==> src/rtl/cpu_sequencer_pkg.sv <==
// cpu_defs: shared definitions for the multi-cycle CPU sequencer.
// Holds the opcode map, ALU operation codes, PC source codes, the FSM
// state encoding and the field widths used by the sequencer and its
// decoder.
package cpu_defs;

    localparam int OPCODE_W = 8;
    localparam int ALU_OP_W = 3;

    localparam logic [OPCODE_W-1:0] OP_LOADI = 8'h00;
    localparam logic [OPCODE_W-1:0] OP_MOV   = 8'h01;
    localparam logic [OPCODE_W-1:0] OP_ADD   = 8'h02;
    localparam logic [OPCODE_W-1:0] OP_SUB   = 8'h03;
    localparam logic [OPCODE_W-1:0] OP_AND   = 8'h04;
    localparam logic [OPCODE_W-1:0] OP_OR    = 8'h05;
    localparam logic [OPCODE_W-1:0] OP_J     = 8'h06;
    localparam logic [OPCODE_W-1:0] OP_BEQ   = 8'h07;
    localparam logic [OPCODE_W-1:0] OP_LWD   = 8'h08;
    localparam logic [OPCODE_W-1:0] OP_LWI   = 8'h09;
    localparam logic [OPCODE_W-1:0] OP_SWD   = 8'h0A;
    localparam logic [OPCODE_W-1:0] OP_SWI   = 8'h0B;

    localparam logic [ALU_OP_W-1:0] ALU_FWD = 3'b000;
    localparam logic [ALU_OP_W-1:0] ALU_ADD = 3'b001;
    localparam logic [ALU_OP_W-1:0] ALU_AND = 3'b010;
    localparam logic [ALU_OP_W-1:0] ALU_OR  = 3'b011;

    localparam logic [1:0] PCS_NEXT   = 2'b00;
    localparam logic [1:0] PCS_JUMP   = 2'b01;
    localparam logic [1:0] PCS_BRANCH = 2'b10;

    typedef enum logic [2:0] {
        ST_FETCH  = 3'd0,
        ST_DECODE = 3'd1,
        ST_EXEC   = 3'd2,
        ST_MEM    = 3'd3,
        ST_WB     = 3'd4
    } state_t;

endpackage

==> src/rtl/cpu_sequencer_if.sv <==
// cpu_sequencer_if: bundle between the sequencer and the CPU datapath.
//   Datapath -> sequencer : INSTR_VALID, OPCODE, ZERO, BUSYWAIT
//   Sequencer -> datapath : INSTR_LATCH, ALU_OP, ALU_SRC, TWOS_COMP,
//                           REG_WRITE, MEM_READ, MEM_WRITE, MEM_TO_REG,
//                           PC_WRITE, PC_SRC, ILLEGAL, MEM_ERR, STATE
// The datapath side is the master, the sequencer is the slave.
interface cpu_sequencer_if;

    logic                          INSTR_VALID;
    logic [cpu_defs::OPCODE_W-1:0] OPCODE;
    logic                          ZERO;
    logic                          BUSYWAIT;

    logic                          INSTR_LATCH;
    logic [cpu_defs::ALU_OP_W-1:0] ALU_OP;
    logic                          ALU_SRC;
    logic                          TWOS_COMP;
    logic                          REG_WRITE;
    logic                          MEM_READ;
    logic                          MEM_WRITE;
    logic                          MEM_TO_REG;
    logic                          PC_WRITE;
    logic [1:0]                    PC_SRC;
    logic                          ILLEGAL;
    logic                          MEM_ERR;
    logic [2:0]                    STATE;

    modport master (
        output INSTR_VALID, OPCODE, ZERO, BUSYWAIT,
        input  INSTR_LATCH, ALU_OP, ALU_SRC, TWOS_COMP, REG_WRITE,
               MEM_READ, MEM_WRITE, MEM_TO_REG, PC_WRITE, PC_SRC,
               ILLEGAL, MEM_ERR, STATE
    );

    modport slave (
        input  INSTR_VALID, OPCODE, ZERO, BUSYWAIT,
        output INSTR_LATCH, ALU_OP, ALU_SRC, TWOS_COMP, REG_WRITE,
               MEM_READ, MEM_WRITE, MEM_TO_REG, PC_WRITE, PC_SRC,
               ILLEGAL, MEM_ERR, STATE
    );

endinterface

==> src/rtl/cpu_sequencer_decode.sv <==
// sequencer_decode: combinational map from the latched opcode to ALU
// controls, instruction class bits and write-back enables.
//   i_opcode       latched opcode
//   o_alu_op       ALU operation code
//   o_alu_src      1 = immediate operand
//   o_twos_comp    1 = negate operand 2
//   o_is_alu       register/ALU instruction, retires via WB
//   o_is_load      lwd/lwi
//   o_is_store     swd/swi
//   o_is_jump      j
//   o_is_branch    beq
//   o_is_illegal   opcode outside the defined set
//   o_reg_wen      instruction writes the register file
//   o_mem_to_reg   write-back data comes from memory
module sequencer_decode
    import cpu_defs::*;
(
    input  logic [OPCODE_W-1:0] i_opcode,
    output logic [ALU_OP_W-1:0] o_alu_op,
    output logic                o_alu_src,
    output logic                o_twos_comp,
    output logic                o_is_alu,
    output logic                o_is_load,
    output logic                o_is_store,
    output logic                o_is_jump,
    output logic                o_is_branch,
    output logic                o_is_illegal,
    output logic                o_reg_wen,
    output logic                o_mem_to_reg
);

    always_comb begin
        o_alu_op     = ALU_FWD;
        o_alu_src    = 1'b0;
        o_twos_comp  = 1'b0;
        o_is_alu     = 1'b0;
        o_is_load    = 1'b0;
        o_is_store   = 1'b0;
        o_is_jump    = 1'b0;
        o_is_branch  = 1'b0;
        o_is_illegal = 1'b0;
        case (i_opcode)
            OP_LOADI: begin o_alu_src = 1'b1; o_is_alu = 1'b1; end
            OP_MOV:   o_is_alu = 1'b1;
            OP_ADD:   begin o_alu_op = ALU_ADD; o_is_alu = 1'b1; end
            OP_SUB:   begin o_alu_op = ALU_ADD; o_twos_comp = 1'b1; o_is_alu = 1'b1; end
            OP_AND:   begin o_alu_op = ALU_AND; o_is_alu = 1'b1; end
            OP_OR:    begin o_alu_op = ALU_OR;  o_is_alu = 1'b1; end
            OP_J:     o_is_jump = 1'b1;
            OP_BEQ:   begin o_alu_op = ALU_ADD; o_twos_comp = 1'b1; o_is_branch = 1'b1; end
            OP_LWD:   o_is_load = 1'b1;
            OP_LWI:   begin o_alu_src = 1'b1; o_is_load = 1'b1; end
            OP_SWD:   o_is_store = 1'b1;
            OP_SWI:   begin o_alu_src = 1'b1; o_is_store = 1'b1; end
            default:  o_is_illegal = 1'b1;
        endcase
        o_reg_wen    = o_is_alu | o_is_load;
        o_mem_to_reg = o_is_load;
    end

endmodule

==> src/rtl/cpu_sequencer.sv <==
// cpu_sequencer: multi-cycle control FSM for the 8-bit CPU datapath
// (FETCH -> DECODE -> EXEC -> MEM -> WB), stalling on instruction and
// data memory, with a bounded wait in MEM.
//   CLK, RESET   rising-edge clock, synchronous active-high reset
//   bus          cpu_sequencer_if slave: OPCODE/INSTR_VALID/ZERO/BUSYWAIT
//                in, datapath control strobes, error pulses and STATE out
// Parameters: MEM_TIMEOUT (1..255) cycles of BUSYWAIT before abort,
//             CNT_W wait-counter width (2^CNT_W > MEM_TIMEOUT).
module cpu_sequencer
    import cpu_defs::*;
#(
    parameter int MEM_TIMEOUT = 255,
    parameter int CNT_W       = 8
)(
    input  logic           CLK,
    input  logic           RESET,
    cpu_sequencer_if.slave bus
);

    localparam logic [CNT_W-1:0] TIMEOUT_LAST = CNT_W'(MEM_TIMEOUT - 1);

    state_t              r_state;
    logic [OPCODE_W-1:0] r_opcode;
    logic [CNT_W-1:0]    r_cnt;
    logic                r_timeout;

    logic [ALU_OP_W-1:0] w_alu_op;
    logic                w_alu_src, w_twos_comp;
    logic                w_is_alu, w_is_load, w_is_store;
    logic                w_is_jump, w_is_branch, w_is_illegal;
    logic                w_reg_wen, w_mem_to_reg;

    sequencer_decode u_decode (
        .i_opcode     (r_opcode),
        .o_alu_op     (w_alu_op),
        .o_alu_src    (w_alu_src),
        .o_twos_comp  (w_twos_comp),
        .o_is_alu     (w_is_alu),
        .o_is_load    (w_is_load),
        .o_is_store   (w_is_store),
        .o_is_jump    (w_is_jump),
        .o_is_branch  (w_is_branch),
        .o_is_illegal (w_is_illegal),
        .o_reg_wen    (w_reg_wen),
        .o_mem_to_reg (w_mem_to_reg)
    );

    always_ff @(posedge CLK) begin
        if (RESET) begin
            r_state   <= ST_FETCH;
            r_opcode  <= '0;
            r_cnt     <= '0;
            r_timeout <= 1'b0;
        end else begin
            case (r_state)
                ST_FETCH: begin
                    if (bus.INSTR_VALID) begin
                        r_opcode <= bus.OPCODE;
                        r_state  <= ST_DECODE;
                    end
                end
                ST_DECODE: r_state <= w_is_illegal ? ST_WB : ST_EXEC;
                ST_EXEC: begin
                    if (w_is_alu) begin
                        r_state <= ST_WB;
                    end else if (w_is_load || w_is_store) begin
                        r_cnt   <= '0;
                        r_state <= ST_MEM;
                    end else begin
                        // j and beq redirect the PC here and retire directly.
                        r_state <= ST_FETCH;
                    end
                end
                ST_MEM: begin
                    // A free BUSYWAIT always wins, even on the last allowed cycle.
                    if (!bus.BUSYWAIT) begin
                        r_state <= ST_WB;
                    end else begin
                        r_cnt <= r_cnt + 1'b1;
                        if (r_cnt == TIMEOUT_LAST) begin
                            r_timeout <= 1'b1;
                            r_state   <= ST_WB;
                        end
                    end
                end
                ST_WB: begin
                    r_timeout <= 1'b0;
                    r_state   <= ST_FETCH;
                end
                default: r_state <= ST_FETCH;
            endcase
        end
    end

    logic                w_latch, w_reg_write, w_mem_read, w_mem_write;
    logic                w_m2r_out, w_pc_write, w_illegal, w_mem_err;
    logic                w_alu_src_out, w_twos_out;
    logic [ALU_OP_W-1:0] w_alu_op_out;
    logic [1:0]          w_pc_src;
    logic [2:0]          w_state_out;

    // Outputs depend on state and latched opcode only (plus ZERO in EXEC);
    // RESET masks everything so the datapath sees an idle bus immediately.
    always_comb begin
        w_latch       = 1'b0;
        w_alu_op_out  = ALU_FWD;
        w_alu_src_out = 1'b0;
        w_twos_out    = 1'b0;
        w_reg_write   = 1'b0;
        w_mem_read    = 1'b0;
        w_mem_write   = 1'b0;
        w_m2r_out     = 1'b0;
        w_pc_write    = 1'b0;
        w_pc_src      = PCS_NEXT;
        w_illegal     = 1'b0;
        w_mem_err     = 1'b0;
        w_state_out   = 3'd0;
        if (!RESET) begin
            w_state_out = r_state;
            if (r_state != ST_FETCH) begin
                w_alu_op_out  = w_alu_op;
                w_alu_src_out = w_alu_src;
                w_twos_out    = w_twos_comp;
            end
            case (r_state)
                ST_FETCH: w_latch = 1'b1;
                ST_EXEC: begin
                    if (w_is_jump) begin
                        w_pc_write = 1'b1;
                        w_pc_src   = PCS_JUMP;
                    end else if (w_is_branch) begin
                        w_pc_write = 1'b1;
                        w_pc_src   = bus.ZERO ? PCS_BRANCH : PCS_NEXT;
                    end
                end
                ST_MEM: begin
                    w_mem_read  = w_is_load;
                    w_mem_write = w_is_store;
                end
                ST_WB: begin
                    w_pc_write  = 1'b1;
                    w_reg_write = w_reg_wen & ~w_is_illegal & ~r_timeout;
                    w_m2r_out   = w_mem_to_reg;
                    w_illegal   = w_is_illegal;
                    w_mem_err   = r_timeout;
                end
                default: ;
            endcase
        end
    end

    assign bus.INSTR_LATCH = w_latch;
    assign bus.ALU_OP      = w_alu_op_out;
    assign bus.ALU_SRC     = w_alu_src_out;
    assign bus.TWOS_COMP   = w_twos_out;
    assign bus.REG_WRITE   = w_reg_write;
    assign bus.MEM_READ    = w_mem_read;
    assign bus.MEM_WRITE   = w_mem_write;
    assign bus.MEM_TO_REG  = w_m2r_out;
    assign bus.PC_WRITE    = w_pc_write;
    assign bus.PC_SRC      = w_pc_src;
    assign bus.ILLEGAL     = w_illegal;
    assign bus.MEM_ERR     = w_mem_err;
    assign bus.STATE       = w_state_out;

endmodule

==> src/flat_wrapper.sv <==
// flat-port wrapper written by rule: the top's interface ports become plain ports
module cpu_sequencer_flat import cpu_defs::*;
#(
    parameter int MEM_TIMEOUT = 255,
    parameter int CNT_W       = 8
)
  (CLK, RESET, bus_INSTR_VALID, bus_OPCODE, bus_ZERO, bus_BUSYWAIT, bus_INSTR_LATCH, bus_ALU_OP, bus_ALU_SRC, bus_TWOS_COMP, bus_REG_WRITE, bus_MEM_READ, bus_MEM_WRITE, bus_MEM_TO_REG, bus_PC_WRITE, bus_PC_SRC, bus_ILLEGAL, bus_MEM_ERR, bus_STATE);
  cpu_sequencer_if bus_i ();
  input  logic CLK;
  input  logic RESET;
  input wire logic [$bits(bus_i.INSTR_VALID)-1:0] bus_INSTR_VALID;
  input wire logic [$bits(bus_i.OPCODE)-1:0] bus_OPCODE;
  input wire logic [$bits(bus_i.ZERO)-1:0] bus_ZERO;
  input wire logic [$bits(bus_i.BUSYWAIT)-1:0] bus_BUSYWAIT;
  output wire logic [$bits(bus_i.INSTR_LATCH)-1:0] bus_INSTR_LATCH;
  output wire logic [$bits(bus_i.ALU_OP)-1:0] bus_ALU_OP;
  output wire logic [$bits(bus_i.ALU_SRC)-1:0] bus_ALU_SRC;
  output wire logic [$bits(bus_i.TWOS_COMP)-1:0] bus_TWOS_COMP;
  output wire logic [$bits(bus_i.REG_WRITE)-1:0] bus_REG_WRITE;
  output wire logic [$bits(bus_i.MEM_READ)-1:0] bus_MEM_READ;
  output wire logic [$bits(bus_i.MEM_WRITE)-1:0] bus_MEM_WRITE;
  output wire logic [$bits(bus_i.MEM_TO_REG)-1:0] bus_MEM_TO_REG;
  output wire logic [$bits(bus_i.PC_WRITE)-1:0] bus_PC_WRITE;
  output wire logic [$bits(bus_i.PC_SRC)-1:0] bus_PC_SRC;
  output wire logic [$bits(bus_i.ILLEGAL)-1:0] bus_ILLEGAL;
  output wire logic [$bits(bus_i.MEM_ERR)-1:0] bus_MEM_ERR;
  output wire logic [$bits(bus_i.STATE)-1:0] bus_STATE;
  assign bus_i.INSTR_VALID = bus_INSTR_VALID;
  assign bus_i.OPCODE = bus_OPCODE;
  assign bus_i.ZERO = bus_ZERO;
  assign bus_i.BUSYWAIT = bus_BUSYWAIT;
  assign bus_INSTR_LATCH = bus_i.INSTR_LATCH;
  assign bus_ALU_OP = bus_i.ALU_OP;
  assign bus_ALU_SRC = bus_i.ALU_SRC;
  assign bus_TWOS_COMP = bus_i.TWOS_COMP;
  assign bus_REG_WRITE = bus_i.REG_WRITE;
  assign bus_MEM_READ = bus_i.MEM_READ;
  assign bus_MEM_WRITE = bus_i.MEM_WRITE;
  assign bus_MEM_TO_REG = bus_i.MEM_TO_REG;
  assign bus_PC_WRITE = bus_i.PC_WRITE;
  assign bus_PC_SRC = bus_i.PC_SRC;
  assign bus_ILLEGAL = bus_i.ILLEGAL;
  assign bus_MEM_ERR = bus_i.MEM_ERR;
  assign bus_STATE = bus_i.STATE;
  cpu_sequencer #(.MEM_TIMEOUT(MEM_TIMEOUT), .CNT_W(CNT_W)) u_core (.CLK(CLK), .RESET(RESET), .bus(bus_i));
endmodule
==> config.mk <==
export PLATFORM = sky130hd
export DESIGN_NAME = cpu_sequencer_flat
export DESIGN_NICKNAME = d
export VERILOG_FILES = /design/src/rtl/cpu_sequencer_pkg.sv /design/src/rtl/cpu_sequencer_if.sv /design/src/rtl/cpu_sequencer_decode.sv /design/src/rtl/cpu_sequencer.sv /design/src/flat_wrapper.sv
export SDC_FILE = /design/constraint.sdc
export NUM_CORES = 1
export LEC_CHECK = 0
export ABC_AREA = 1
export CAP_MARGIN = 20
export CORE_MARGIN = 4
export CORE_UTILIZATION = 46
export CTS_BUF_LIST = sky130_fd_sc_hd__clkbuf_8
export CTS_CLUSTER_DIAMETER = 50
export DETAILED_ROUTE_END_ITERATION = 16
export GPL_TIMING_DRIVEN = 0
export PLACE_DENSITY = 0.78
export SLEW_MARGIN = 20
export SYNTH_ARGS = -nofsm -noshare
export SYNTH_HDL_FRONTEND = slang
export SYNTH_SLANG_ARGS = --single-unit
==> constraint.sdc <==
create_clock -name CLK -period 1.1 [get_ports CLK]
set_input_delay 0.11 -clock CLK [delete_from_list [all_inputs] [get_ports CLK]]
set_output_delay 0.11 -clock CLK [all_outputs]
set_load 0.05 [all_outputs]
==> flow_summary.yaml, run 1 <==
outcome:
  run_status: "stopped before the end"
  last-stage-reached: "global routing (5_1_grt)"
  stop_error: "[ERROR DPL-0038] Utilization greater than 100%, impossible to legalize"
synthesis:
  adder_cell_fraction_of_synth_area: 0.0196
  yosys-top-cells-area: "dfxtp_1, nand2_1, nor2_1"
  synth.top_cells.by_count: "nand2_1, nor2_1, dfxtp_1, inv_1, a21oi_1"
  synth_simple_gate_area_frac: 0.451
  seq_area_frac_synth: 0.314
  synth.net_count: 213
  synthFlopType: "dfxtp_1"
  asyncSetResetFlopFracSynth: 0
  synthesis.area_per_instance_um2: 6.43
  compound_cell_area_share_of_the_yosys_netlist: 0.112
  synth.ff_latch_count: 20
  synth.mux.area_fraction: 0
  syn-instance-count: 198
  synth_cell_type_count: 27
  mappedNetlistArea_um2: 1270
  synth-xor-area-share: 0.00688
  synth_top_cell_by_area: "dfxtp_1"
  synth_enable_flop_cells: 0
  synth_top_family_by_area: "simple AND/OR/NAND/NOR gates"
  synth_largest_type_area_fraction: 0.314
  synth_warnings: 0
placement:
  dp_hpwl_um: 2590
  io_buffer_count: 28
  dp_worst_setup_slack_ps: -1040
  gp_congestion: 0.872
clocking:
  clock_tree.htree_level_count: 1
  clk_root_buffer_cell: "clkbuf_8"
  clock-sinks: 20
  clock_path_buffers: 2
  cts-buffers-inserted: 3
floorplan:
  initial_utilization: 0.496
  core.rowCount: 18
  chipHeight_um: 60.6
  dieWidth_um: 60.6
  ios: 31
grt:
  grt_max_degree: 12
timing:
  worstEndpointGrtRepair: "bus_PC_SRC[0]"
  worst_path_end_type: "top-level output"
==> timing repair <==
| item | 4_1_cts |
|---|---|
| resized for setup | 209 |
| cloned | 2 |
| hold buffers | 0 |
| setup buffers | 40 |
| pin swaps | 24 |
| setup endpoints to repair | 37 |
==> cell families after synthesis <==
logic type               count (synthesis)
AO/OA/AOI/OAI                           28
XOR/XNOR                                 1
adder cells (fa/ha/maj)                  2
buffers and inverters                   28
flip-flops                              20
other                                    1
AND/OR/NAND/NOR                        118
==> through the flow <==
stage | cell area (um2) | cells
3_3_place_gp | 1760 | 256
4_1_cts | 2410 | 298
3_5_place_dp | 1760 | 256
2_1_floorplan | 1440 | 198
==> run 2, diff against run 1 <==
CORE_AREA = 4 4 65 67   (was unset)
CORE_MARGIN = unset   (was 4)
CORE_UTILIZATION = unset   (was 46)
CTS_BUF_LIST = unset   (was sky130_fd_sc_hd__clkbuf_8)
CTS_CLUSTER_DIAMETER = unset   (was 50)
DIE_AREA = 0 0 69 71   (was unset)
PLACE_DENSITY = unset   (was 0.78)
PLACE_DENSITY_LB_ADDON = 0.15   (was unset)
clock period = 1.43 ns   (was 1.1 ns; I/O delays follow)
==> run 2 against run 1 <==
  * The flow now finishes, with violations (setup timing)
  * Area after synthesis stayed put
  * Synthesized cell count stayed put
==> flow_summary.yaml, run 2 <==
outcome:
  run_status: "finished with violations"
  violations: "setup timing"
worst_setup_path:
  worst-r2r-cell-count: 10
  crit_path_end_kind: "primary output"
  path_class: "register to primary output"
  setup.worst_path.start: "u_core.r_opcode[6]"
  critPathArrivalTime_ps: 1520
  timing.critical_path.fanout_max: 4
  crit_chain: "nor2_4 > nand2_4 > inv_2 > nand4_1 > a21oi_2 > buf_6"
  worst_flop_to_flop_path_endpoint: "u_core.r_opcode[3]"
  timing.critical_path.to: "bus_PC_WRITE"
  slowest_stage: "dfxtp_2"
  slowest_delay_ps: 340
  ff2ff_setup_slack_ps: -60
  critical_path.startpoint_type: "register"
  worst_r2r_startpoint: "u_core.r_state[1]"
  critPathRequiredTime_ps: 1290
power:
  leakagePower_uw: 0.000904
  max-vdd-ir-drop_mv: 0.676
  post-layout-total-power_uw: 3460
  power_density_nw_per_um2: 1580
detailed_routing:
  wirelength_um: 3720
  num_vias: 1406
  ant_nets: 0
  dr.pass1.iters: 4
  avgViaCountPerCell: 4.72
  routedWlPerCell_um: 12.5
  iter_0_drt_violations: 58
  drc_errors: 0
timing:
  fin_crit_sh: 1.16
  finClkSkew_ps: 0.868
  timing.final.ws_setup_ps: -233
  fin_hold_ws_ps: 283
  period_minus_slack_ps: 1660
  final_report_hold_violation_count: 0
  setup-tns-final_ps: -2280
  fmaxAchievable_ghz: 0.601
  grt_setup_unrepaired: "true"
  finalMaxSlewViolations: 0
  finalSetupViolations: 22
placement:
  gp_congestion: 0.841
  placed_area_um2: 1700
  io_buffer_count: 28
  dp_hpwl_um: 2490
layout:
  areaGrowthSynthToFinish_pct: 71.7
  finalCoreUtilization: 0.602
  post_route_cells_drive_above_1_share: 0.512
  seq_area_um2: 420
  antenna_cells_inserted: 0
  multiInputGateArea_um2: 1040
  largest_registers: "u_core.r_cnt: 8 flops, u_core.r_opcode: 8 flops, u_core.r_state: 3 flops"
  final_common_cell: "nand2_1"
  final_nets: 266
  final_cell_area_um2: 2190
  final.fill_count: 332
  layout.cells.most_common_list: "nand2_1, nor2_1, buf_6"
clocking:
  clk_latency_ps: 260
  cts-buffers-inserted: 3
  tritoncts: "yes"
  clk_root_buffer_cell: "clkbuf_8"
  clock_tree.htree_level_count: 1
  worst_setup_hold_path_clk_slew_ps: 80
  clock_path_buffers: 2
  clock-sinks: 20
synthesis:
  mappedNetlistArea_um2: 1270
  synth_top_cell_by_area: "dfxtp_1"
  synth_cell_type_count: 27
  synthesis.area_per_instance_um2: 6.43
  seq_area_frac_synth: 0.314
  synth_enable_flop_cells: 0
  synthFlopType: "dfxtp_1"
  synth_warnings: 0
  asyncSetResetFlopFracSynth: 0
  synth_largest_type_area_fraction: 0.314
  syn-instance-count: 198
  yosys-top-cells-area: "dfxtp_1, nand2_1, nor2_1"
  synth.ff_latch_count: 20
  synth.top_cells.by_count: "nand2_1, nor2_1, dfxtp_1, inv_1, a21oi_1"
  synth.net_count: 213
worst_hold_path:
  timing.hold.worst.class: "primary input to register"
  hold_path_depth: 2
run:
  max_cap_viol_count: 0
grt:
  first_global_vias: 1283
  global_route.usage.total: 0.145
  antenna_found_initial: 0
  grt_overflow_total: 0
  grt_pass1_wl_um: 5890
  grt_max_degree: 12
floorplan:
  chipHeight_um: 71
  core_um2: 3630
  floorplan.die_area_um2: 4900
  initial_utilization: 0.351
  core.rowCount: 22
  dieWidth_um: 69
  ios: 31
-- run 2: cell counts after synthesis --
Identical to the previous run, type by type.
-- run 2: cell type report --
| class | instances | share of cell area |
|---|---|---|
| Timing Repair Buffer | 47 | 0.221 |
| Inverter | 24 | 0.0452 |
| Buffer | 4 | 0.0132 |
| Sequential cell | 20 | 0.192 |
| Multi-Input combinational cell | 151 | 0.476 |
| Clock buffer | 4 | 0.0252 |
| Tap cell | 48 | 0.0275 |
-- run 2: timing repair --
item                                    CTS  global route
pin swaps                                12            21
cloned                                    0             2
gates resized for setup                 139            55
endpoints found under the setup margin   17            28
hold buffers                              0             0
setup buffers                            11             8
-- run 2: worst max-delay path, delay by kind of cell (launching register included) --
family          cells  cell delay (ps)
simple gates        3              460
compound gates      1              210
flops               1              340
buf+inv             2              260
-- run 2: cells by family after synthesis --
group,after synthesis,synth area share
AND/OR/NAND/NOR,118,0.451
AO/OA/AOI/OAI,28,0.112
buffers and inverters,28,0.0933
flip-flops,20,0.314
adder cells (fa/ha/maj),2,0.0196
XOR/XNOR,1,0.00688
other,1,0.00294
-- run 2: worst min path at each step --
stage / start / slack [ps] / end
final: RESET / 280 / u_core.r_opcode[4]
after detailed placement: u_core.r_opcode[5] / 470 / u_core.r_opcode[5]
after global routing: RESET / 300 / u_core.r_opcode[4]
after CTS: RESET / 290 / u_core.r_opcode[4]
after floorplan: bus_OPCODE[4] / 310 / u_core.r_opcode[4]
after global placement: u_core.r_opcode[5] / 460 / u_core.r_opcode[5]
-- run 2: through the flow --
stage          setup WS (ps)  instances
6_report                -233        298
5_1_grt                 -274        298
4_1_cts                 -219        289
3_5_place_dp            -754        274
3_3_place_gp            -745        274
2_1_floorplan           -198        198
-- run 2: per-layer routing --
metal	vias up	global-route usage	wire length [um]
met3	4	0.0199	131
li1	738	-	-
met1	636	0.182	1630
met5	-	0	0
met2	28	0.254	1920
met4	0	0.0456	35
-- run 2: power by group --
group	internal [uW]	switching (uW)
logic	932	1270
registers	679	133
clock network	246	204
total	1860	1600
No activity file was read; power rests on OpenSTA's default activity.
==> run 3, diff against run 2 <==
CTS_CLUSTER_DIAMETER = 80   (was unset)
PLACE_DENSITY = 0.61   (was unset)
PLACE_DENSITY_LB_ADDON = unset   (was 0.15)
SLEW_MARGIN = 10   (was 20)
==> run 3 against run 2 <==
  * The run still ends with setup timing left
  * Die area unchanged
  * Final area increased by 0.40%
  * Non-clock buffer count rose by 7
  * Critical path depth increased by 2
  * Count of clock-buffer cells in the layout did not move
  * Via count grew 4.9%
  * Clock power is essentially flat
  * Largest cell class unchanged
  * Largest power group unchanged
==> flow_summary.yaml, run 3 (same netlist as run 2, synthesis figures left out) <==
outcome:
  run_status: "finished with violations"
  violations: "setup timing"
power:
  net-switching-power_uw: 1630
  max-vdd-ir-drop_mv: 0.763
  clock_power_share: 0.130
  p_int_uw: 1850
  power.share.switching: 0.469
  post-layout-total-power_uw: 3480
  leakagePower_uw: 0.000914
  share_seq_of_total_power: 0.231
  pwr-share-comb: 0.639
  power_density_nw_per_um2: 1580
layout:
  final_common_cell: "nand2_1"
  post_route_cells_drive_above_1_share: 0.488
  antenna_cells_inserted: 0
  areaGrowthSynthToFinish_pct: 72.4
  final_cell_area_um2: 2200
  final_nets: 272
  largest_registers: "u_core.r_cnt: 8 flops, u_core.r_opcode: 8 flops, u_core.r_state: 3 flops"
  layout.cells.most_common_list: "nand2_1, buf_6, nor2_1"
  finalCoreUtilization: 0.604
worst_setup_path:
  worst-r2r-cell-count: 11
  critPathArrivalTime_ps: 1490
  timing.critical_path.fanout_max: 3
  slowest_delay_ps: 340
  crit_path_end_kind: "primary output"
  ff2ff_setup_slack_ps: -190
  worst_r2r_startpoint: "u_core.r_state[1]"
  slowest_stage: "dfxtp_2"
  cp_common_cell: "nor2_4"
  crit_chain: "buf_6 > nor2_4 > inv_2 > nor2_4 > nor2_4 > nand4_1 > o21ai_2 > buf_6"
  critical_path.startpoint_type: "register"
  critPathRequiredTime_ps: 1290
  path_class: "register to primary output"
  worst_flop_to_flop_path_endpoint: "u_core.r_opcode[0]"
grt:
  grt_overflow_total: 0
  grt_util_met2: 0.247
  global_route.usage.total: 0.148
  groute.layer.met1.usage: 0.186
  grt_busiest_layer: "met2"
  first_global_vias: 1271
  grt_pass1_wl_um: 5880
  grt_max_degree: 12
  met3_usage: 0.0213
  antenna_found_initial: 0
detailed_routing:
  dr.pass1.iters: 4
  iter_0_drt_violations: 98
  routedWlPerCell_um: 12.9
  avgViaCountPerCell: 4.85
  wirelength_um: 3920
  drc_errors: 0
  num_vias: 1475
  ant_nets: 0
clocking:
  clk_root_buffer_cell: "clkbuf_8"
  clk_latency_ps: 270
  cts-buffers-inserted: 3
  worst_setup_hold_path_clk_slew_ps: 80
  clock-sinks: 20
  clock_path_buffers: 2
  tritoncts: "yes"
  clock_tree.htree_level_count: 1
timing:
  finalSetupViolations: 23
  finalMaxSlewViolations: 0
  grt_setup_unrepaired: "true"
  fmaxAchievable_ghz: 0.614
  period_minus_slack_ps: 1630
  fin_crit_sh: 1.14
  final_report_hold_violation_count: 0
  finClkSkew_ps: 0.802
  setup-tns-final_ps: -3470
  timing.final.ws_setup_ps: -199
  fin_hold_ws_ps: 281
placement:
  placed_area_um2: 1700
  dp_hpwl_um: 2420
  io_buffer_count: 28
  gp_congestion: 0.827
run:
  max_cap_viol_count: 0
floorplan:
  core.rowCount: 22
  floorplan.die_area_um2: 4900
  ios: 31
  chipHeight_um: 71
  core_um2: 3630
  initial_utilization: 0.351
  dieWidth_um: 69
worst_hold_path:
  timing.hold.worst.class: "primary input to register"
  worstHoldEndpoint: "u_core.r_opcode[4]"
  timing.hold.worst.start: "RESET"
  hold_path_depth: 2
==> run 3: what timing repair did <==
action,CTS,global route
pin swaps,17,21
resized for setup,147,40
cloned,0,1
hold buffers,0,0
buffers inserted,17,9
endpoints found under the setup margin,17,30
==> run 3: worst max-delay path, delay by kind of cell (launching register included) <==
family	cells	cell delay [ps]
flip-flops	1	340
buffers and inverters	3	330
AND/OR/NAND/NOR	4	480
AO/OA/AOI/OAI	1	70
==> run 3: layout make-up <==
class	instances	area [um2]
plain buffers	4	28.8
clock buffers	4	55.1
fillers	344	1440
inverters	24	101
multi-input cells	150	1020
flip-flops and latches	20	418
well taps	48	60.1
repair buffers	54	515
==> run 3: per-stage QoR <==
stage | instances | setup slack [ps]
final | 304 | -199
after global routing | 304 | -269
after CTS | 295 | -237
after detailed placement | 274 | -718
after global placement | 274 | -722
after floorplan | 198 | -198
==> run 3: layer usage <==
| metal | share of wire | routed length [um] |
|---|---|---|
| met1 | 0.44 | 1720 |
| met2 | 0.50 | 1970 |
| met3 | 0.035 | 136 |
| met4 | 0.024 | 96 |
| met5 | 0 | 0 |
==> run 3: how the worst max path moves through the flow <==
stage	from	depth (start not counted)	endpoint	slack, ps
after global routing	u_core.r_state[1]	8	bus_ALU_OP[0]	-270
after CTS	u_core.r_opcode[5]	6	bus_PC_SRC[0]	-240
after global placement	RESET	4	bus_STATE[1]	-720
after floorplan	u_core.r_state[2]	5	bus_REG_WRITE	-200
final	u_core.r_state[1]	8	bus_ALU_OP[0]	-200
after detailed placement	u_core.r_opcode[6]	6	bus_REG_WRITE	-720
==> run 3: power groups by stage <==
stage	registers (uW)	logic, uW	clock network [uW]
final	803	2220	452
after global routing	817	2370	485
after CTS	780	1830	462
after detailed placement	753	1290	0
after global placement	752	1280	0
after floorplan	738	997	0
